**src/rtl/axi_lite_reg_slave.sv**
```systemverilog
// AXI-Lite slave exposing NUM_REGS 32-bit read/write registers, one transaction in flight.
// Define AXI_LITE_SLAVE_ERR_RESP_EN to answer out-of-range accesses with SLVERR instead of OKAY.
package holy_core_pkg;
  typedef enum logic [1:0] {
    IDLE,
    LITE_RECEIVING_WRITE_DATA,
    LITE_SENDING_WRITE_RES,
    LITE_SENDING_READ_DATA
  } axi_state_slave_t;
endpackage

module axi_lite_reg_slave #(
  parameter int NUM_REGS   = 8,
  parameter int ADDR_WIDTH = 32
) (
  input  logic                     clk,
  input  logic                     rst_n,
  input  logic [ADDR_WIDTH-1:0]    s_axi_awaddr,
  input  logic                     s_axi_awvalid,
  output logic                     s_axi_awready,
  input  logic [31:0]              s_axi_wdata,
  input  logic [3:0]               s_axi_wstrb,
  input  logic                     s_axi_wvalid,
  output logic                     s_axi_wready,
  output logic [1:0]               s_axi_bresp,
  output logic                     s_axi_bvalid,
  input  logic                     s_axi_bready,
  input  logic [ADDR_WIDTH-1:0]    s_axi_araddr,
  input  logic                     s_axi_arvalid,
  output logic                     s_axi_arready,
  output logic [31:0]              s_axi_rdata,
  output logic [1:0]               s_axi_rresp,
  output logic                     s_axi_rvalid,
  input  logic                     s_axi_rready,
  output logic [NUM_REGS*32-1:0]   regs_o
);
  import holy_core_pkg::*;

  localparam int IDX_W = $clog2(NUM_REGS);
  localparam logic [1:0] RESP_OKAY = 2'b00;
`ifdef AXI_LITE_SLAVE_ERR_RESP_EN
  localparam logic [1:0] RESP_OOR = 2'b10;
`else
  localparam logic [1:0] RESP_OOR = 2'b00;
`endif

  axi_state_slave_t state_q, state_d;
  logic [ADDR_WIDTH-1:0] awAddr_q, awAddr_d;
  logic [31:0]           regs_q [NUM_REGS];
  logic [1:0]            bResp_q, bResp_d;
  logic [31:0]           rData_q, rData_d;
  logic [1:0]            rResp_q, rResp_d;
  logic                  wrEn;
  logic [ADDR_WIDTH-1:0] wrAddr;
  logic [IDX_W-1:0]      wrIdx;
  logic [IDX_W-1:0]      rdIdx;

  // Power-of-two register count: in range exactly when no word-address bit above the index is set.
  function automatic logic inRange(input logic [ADDR_WIDTH-1:0] a);
    return ~|a[ADDR_WIDTH-1:IDX_W+2];
  endfunction

  assign wrIdx = wrAddr[2 +: IDX_W];
  assign rdIdx = s_axi_araddr[2 +: IDX_W];

  always_comb begin
    state_d       = state_q;
    awAddr_d      = awAddr_q;
    bResp_d       = bResp_q;
    rData_d       = rData_q;
    rResp_d       = rResp_q;
    s_axi_awready = 1'b0;
    s_axi_wready  = 1'b0;
    s_axi_arready = 1'b0;
    s_axi_bvalid  = 1'b0;
    s_axi_rvalid  = 1'b0;
    wrEn          = 1'b0;
    wrAddr        = awAddr_q;
    case (state_q)
      IDLE: begin
        if (s_axi_awvalid) begin
          s_axi_awready = 1'b1;
          awAddr_d      = s_axi_awaddr;
          if (s_axi_wvalid) begin
            s_axi_wready = 1'b1;
            wrEn         = 1'b1;
            wrAddr       = s_axi_awaddr;
            state_d      = LITE_SENDING_WRITE_RES;
          end else begin
            state_d = LITE_RECEIVING_WRITE_DATA;
          end
        end else if (s_axi_arvalid) begin
          s_axi_arready = 1'b1;
          rData_d       = inRange(s_axi_araddr) ? regs_q[rdIdx] : 32'h0;
          rResp_d       = inRange(s_axi_araddr) ? RESP_OKAY : RESP_OOR;
          state_d       = LITE_SENDING_READ_DATA;
        end
      end
      LITE_RECEIVING_WRITE_DATA: begin
        s_axi_wready = 1'b1;
        if (s_axi_wvalid) begin
          wrEn    = 1'b1;
          state_d = LITE_SENDING_WRITE_RES;
        end
      end
      LITE_SENDING_WRITE_RES: begin
        s_axi_bvalid = 1'b1;
        if (s_axi_bready) state_d = IDLE;
      end
      LITE_SENDING_READ_DATA: begin
        s_axi_rvalid = 1'b1;
        if (s_axi_rready) state_d = IDLE;
      end
      default: state_d = IDLE;
    endcase
    if (wrEn) bResp_d = inRange(wrAddr) ? RESP_OKAY : RESP_OOR;
    // Ready outputs are combinational, so hold them low while reset is asserted.
    if (!rst_n) begin
      s_axi_awready = 1'b0;
      s_axi_wready  = 1'b0;
      s_axi_arready = 1'b0;
      wrEn          = 1'b0;
    end
  end

  always_ff @(posedge clk or negedge rst_n) begin
    if (!rst_n) begin
      state_q  <= IDLE;
      awAddr_q <= '0;
      bResp_q  <= 2'b00;
      rData_q  <= 32'h0;
      rResp_q  <= 2'b00;
    end else begin
      state_q  <= state_d;
      awAddr_q <= awAddr_d;
      bResp_q  <= bResp_d;
      rData_q  <= rData_d;
      rResp_q  <= rResp_d;
    end
  end

  always_ff @(posedge clk or negedge rst_n) begin
    if (!rst_n) begin
      for (int k = 0; k < NUM_REGS; k++) regs_q[k] <= 32'h0;
    end else if (wrEn && inRange(wrAddr)) begin
      for (int b = 0; b < 4; b++) begin
        if (s_axi_wstrb[b]) regs_q[wrIdx][8*b +: 8] <= s_axi_wdata[8*b +: 8];
      end
    end
  end

  always_comb begin
    regs_o = '0;
    for (int k = 0; k < NUM_REGS; k++) regs_o[32*k +: 32] = regs_q[k];
  end

  assign s_axi_bresp = bResp_q;
  assign s_axi_rdata = rData_q;
  assign s_axi_rresp = rResp_q;

endmodule

```
**config.mk**
```make
export PLATFORM = sky130hd
export DESIGN_NAME = axi_lite_reg_slave
export DESIGN_NICKNAME = d
export VERILOG_FILES = /design/src/rtl/axi_lite_reg_slave.sv
export SDC_FILE = /design/constraint.sdc
export NUM_CORES = 1
export LEC_CHECK = 0
export BUFFER_PORTS_ARGS = -buffer_cell sky130_fd_sc_hd__buf_4
export CAP_MARGIN = 20
export CORE_ASPECT_RATIO = 2
export CORE_UTILIZATION = 59
export CTS_BUF_LIST = sky130_fd_sc_hd__clkbuf_8
export DETAILED_ROUTE_END_ITERATION = 16
export GPL_TIMING_DRIVEN = 1
export PLACE_DENSITY = 0.88
export SLEW_MARGIN = 20
export SYNTH_ARGS = -nofsm -noshare
export SYNTH_HDL_FRONTEND = slang
export SYNTH_SLANG_ARGS = --single-unit
```
**constraint.sdc**
```tcl
create_clock -name clk -period 6.05 [get_ports clk]
set_clock_uncertainty 0.1 [all_clocks]
set_input_delay 0 -clock clk [delete_from_list [all_inputs] [get_ports clk]]
set_output_delay 0 -clock clk [all_outputs]
set_load 0.02 [all_outputs]
```
==> qor.csv <==
stage;metric;value;unit
run_status;status;complete, no violations;
floorplanning;initial_core_util;0.603;
yosys;synth_top_area_frac;0.542;
yosys;synth_xor_area_frac;0;
sta;rsz0062_at_grt;false;
sta;fmax;294;MHz
clock_tree;cts_tree;yes;
yosys;synth-seq-cells;320;
power_and_ir_drop;power.total;0.00460;W
global_routing;grt_max_degree;82;
critical_path;critical_path_required;5950;ps
critical_path;arrival;3310;ps
yosys;yosys.area_share.simple;0.0370;
critical_path;crit_fanout;78;
floorplanning;die_h;226;µm
yosys;synth_top_family_by_area;multiplexers;
clock_tree;ctsHoldBuffers;70;
clock_tree;clk_pin_slew;60;ps
yosys;synth_flop_cell;dfrtp_1;
clock_tree;root_buffer;clkbuf_8;
routing;drt-pass1-iter-count;4;
power_and_ir_drop;max-vdd-ir-drop;0.000275;V
floorplanning;coreArea;24500;µm²
clock_tree;post-cts-setup-buffer-count;0;
layout;multiInputGateArea;6520;µm²
clock_tree;cts_buffers;44;
yosys;synth_cell_types;38;
sta;setup_viol;0;
yosys;synth_area_leaders;dfrtp_1, mux2_2, mux4_2;
clock_tree;cts.sinks;320;
layout;seqCellArea;8010;µm²
yosys;yosysSeqAreaShare;0.542;
yosys;yosysTopAreaCell;dfrtp_1;
clock_tree;cts.repair.resized;0;
yosys;synth.most_common_cell;dfrtp_1;
floorplanning;die_w;114;µm
routing;vias_per_cell;6.02;
yosys;syn-instance-count;931;
power_and_ir_drop;power_density;235;nW/µm²
layout;final_nets;1516;
global_routing;grt_use_total;0.359;
sta;tns;0;ps
yosys;ys_warn_count;0;
yosys;synth_area;14800;µm²
job;maxCapViolCount;0;
critical_path;crit_top_cell;buf_4;
layout;syn_to_final_growth;32.3;%
critical_path;cp-end-kind;output pin;
routing;route.detailed.drc;0;
critical_path;setup.worst_path.class;input port to output pin;
power_and_ir_drop;leakagePower;9.88;nW
floorplanning;dieArea;25700;µm²
yosys;synth-compound-area-share;0.0586;
layout;nFillCells;1457;
yosys;synth_fa_ha_area_frac;0;
yosys;synth_area_per_cell;15.9;µm²
place;portBuffers;395;
clock_tree;htree_levels;2;
routing;dr.first_iter.drc_count;561;
yosys;synthTopCellsByCount;dfrtp_1, mux2_2, mux4_2;
sta;worstMarginPinSlew;1020;ps
yosys;synth_edf_count;0;
min_path;hold_class;input port to flip-flop;
sta;slew_viol_final;0;
floorplanning;rows;81;
routing;vias;10700;
sta;fin_crit;3410;ps
yosys;synth_mux_area_frac;0.344;
routing;wl;45300;µm
yosys;synth-async-reset-ratio;1.00;
place;hpwlAfterDp;30600;µm
sta;final.period_utilization;0.563;
place;routabilityCongestion;0.820;
critical_path;crit_slowest_cell;buf_4;
routing;antenna_left;0;
clock_tree;clock_path_buffers;3;
clock_tree;clk_latency;560;ps
global_routing;grt_pass1_vias;11400;
layout;drive_gt1_frac;0.586;
global_routing;grt_pass1_wl;67500;µm
sta;hold_viol;0;
sta;slew_headroom;0.321;
critical_path;crit_path_start_kind;input port;
routing;wl_per_cell;25.6;µm
critical_path;path_cells;dlygate4sd3_1, dlygate4sd3_1, buf_8, buf_4, buf_4, inv_1, nor2_1, buf_4;
global_routing;overflow;0;
critical_path;slowest_delay;890;ps
floorplanning;pin_count;404;
global_routing;antenna_found_initial;1;
==> cells by family after synthesis <==
kind of cell	count (synthesis)
buffers and inverters	51
and+or+nand+nor	98
muxes	389
DFF	320
AOI/OAI and AO/OA	72
other	1
==> stage by stage <==
step,utilization,cell area [µm²],instances,setup WS (ps),hold slack (ps)
global placement,0.735,18000,1624,2910,-220
global route,0.797,19500,1769,2240,40.5
CTS,0.796,19500,1767,2600,27.2
detailed placement,0.735,18000,1624,2810,-219
floorplan,-,14800,934,3880,-396
finish,0.797,19500,1770,2640,46.1
==> report_power, final <==
| group | internal (W) | leakage, nW | switching, W |
|---|---|---|---|
| Clock | 0.000772 | 0.481 | 0.000779 |
| Sequential | 0.00226 | 4.40 | 0.000100 |
| Combinational | 0.000307 | 5.00 | 0.000388 |
| Total | 0.00333 | 9.88 | 0.00127 |
==> path summary, 6_finish.rpt <==
kind	from	endpoint	slack (ps)	depth (start not counted)
max	rst_n	s_axi_arready	2640	8
min	s_axi_araddr[4]	s_axi_rdata[10]	50	3
max reg2reg	state_q[0]	regs_o[230]	2840	5
min reg2reg	s_axi_rdata[4]	s_axi_rdata[4]	380	2
max in group asynchronous	rst_n	regs_o[157]	3550	5
min in group asynchronous	rst_n	s_axi_rdata[4]	470	4
==> cell usage in the layout, fill, tap and decap left out, types with 5 or more instances in the layout <==
cell type and count:
buf_4 405, dfrtp_1 320, mux2_2 263, dlygate4sd3_1 69
mux4_2 64, clkbuf_8 52, mux2i_1 37, nand2_1 35
o211ai_4 30, o21ai_0 23, inv_1 20, nor4_1 19
mux2_1 16, o21ai_1 11, nor2b_1 8, mux2_4 8
nor2_1 7, and2_1 5, a21oi_1 5
==> routing by layer <==
metal  track usage  routed length (µm)  vias to the layer above
met5             0                   0                        -
met4         0.241                3320                        0
met3        0.0821                2980                      176
met2         0.629               24000                      498
met1         0.379               15000                     5506
li1              -                   -                     4472
==> worst max-delay path, delay by kind of cell <==
| kind | cells | cell delay, ps |
|---|---|---|
| AND/OR/NAND/NOR | 1 | 140 |
| buffers and inverters | 7 | 3140 |
==> cell type report <==
class / count / share of cell area
antenna: 2 / 0.000256
clock buffer: 52 / 0.0366
clock inverter: 21 / 0.00422
inverter: 2 / 0.000384
multi-input combinational: 563 / 0.334
sequential: 320 / 0.410
tap: 332 / 0.0212
timing repair buffer: 478 / 0.194
==> registers in the layout (all words and copies together), names as in the netlist <==
signal and cells:
state_q 2, awAddr_q 30, s_axi_rdata 32, regs_o 256
Note: power is estimated with default switching activity, not from simulation.
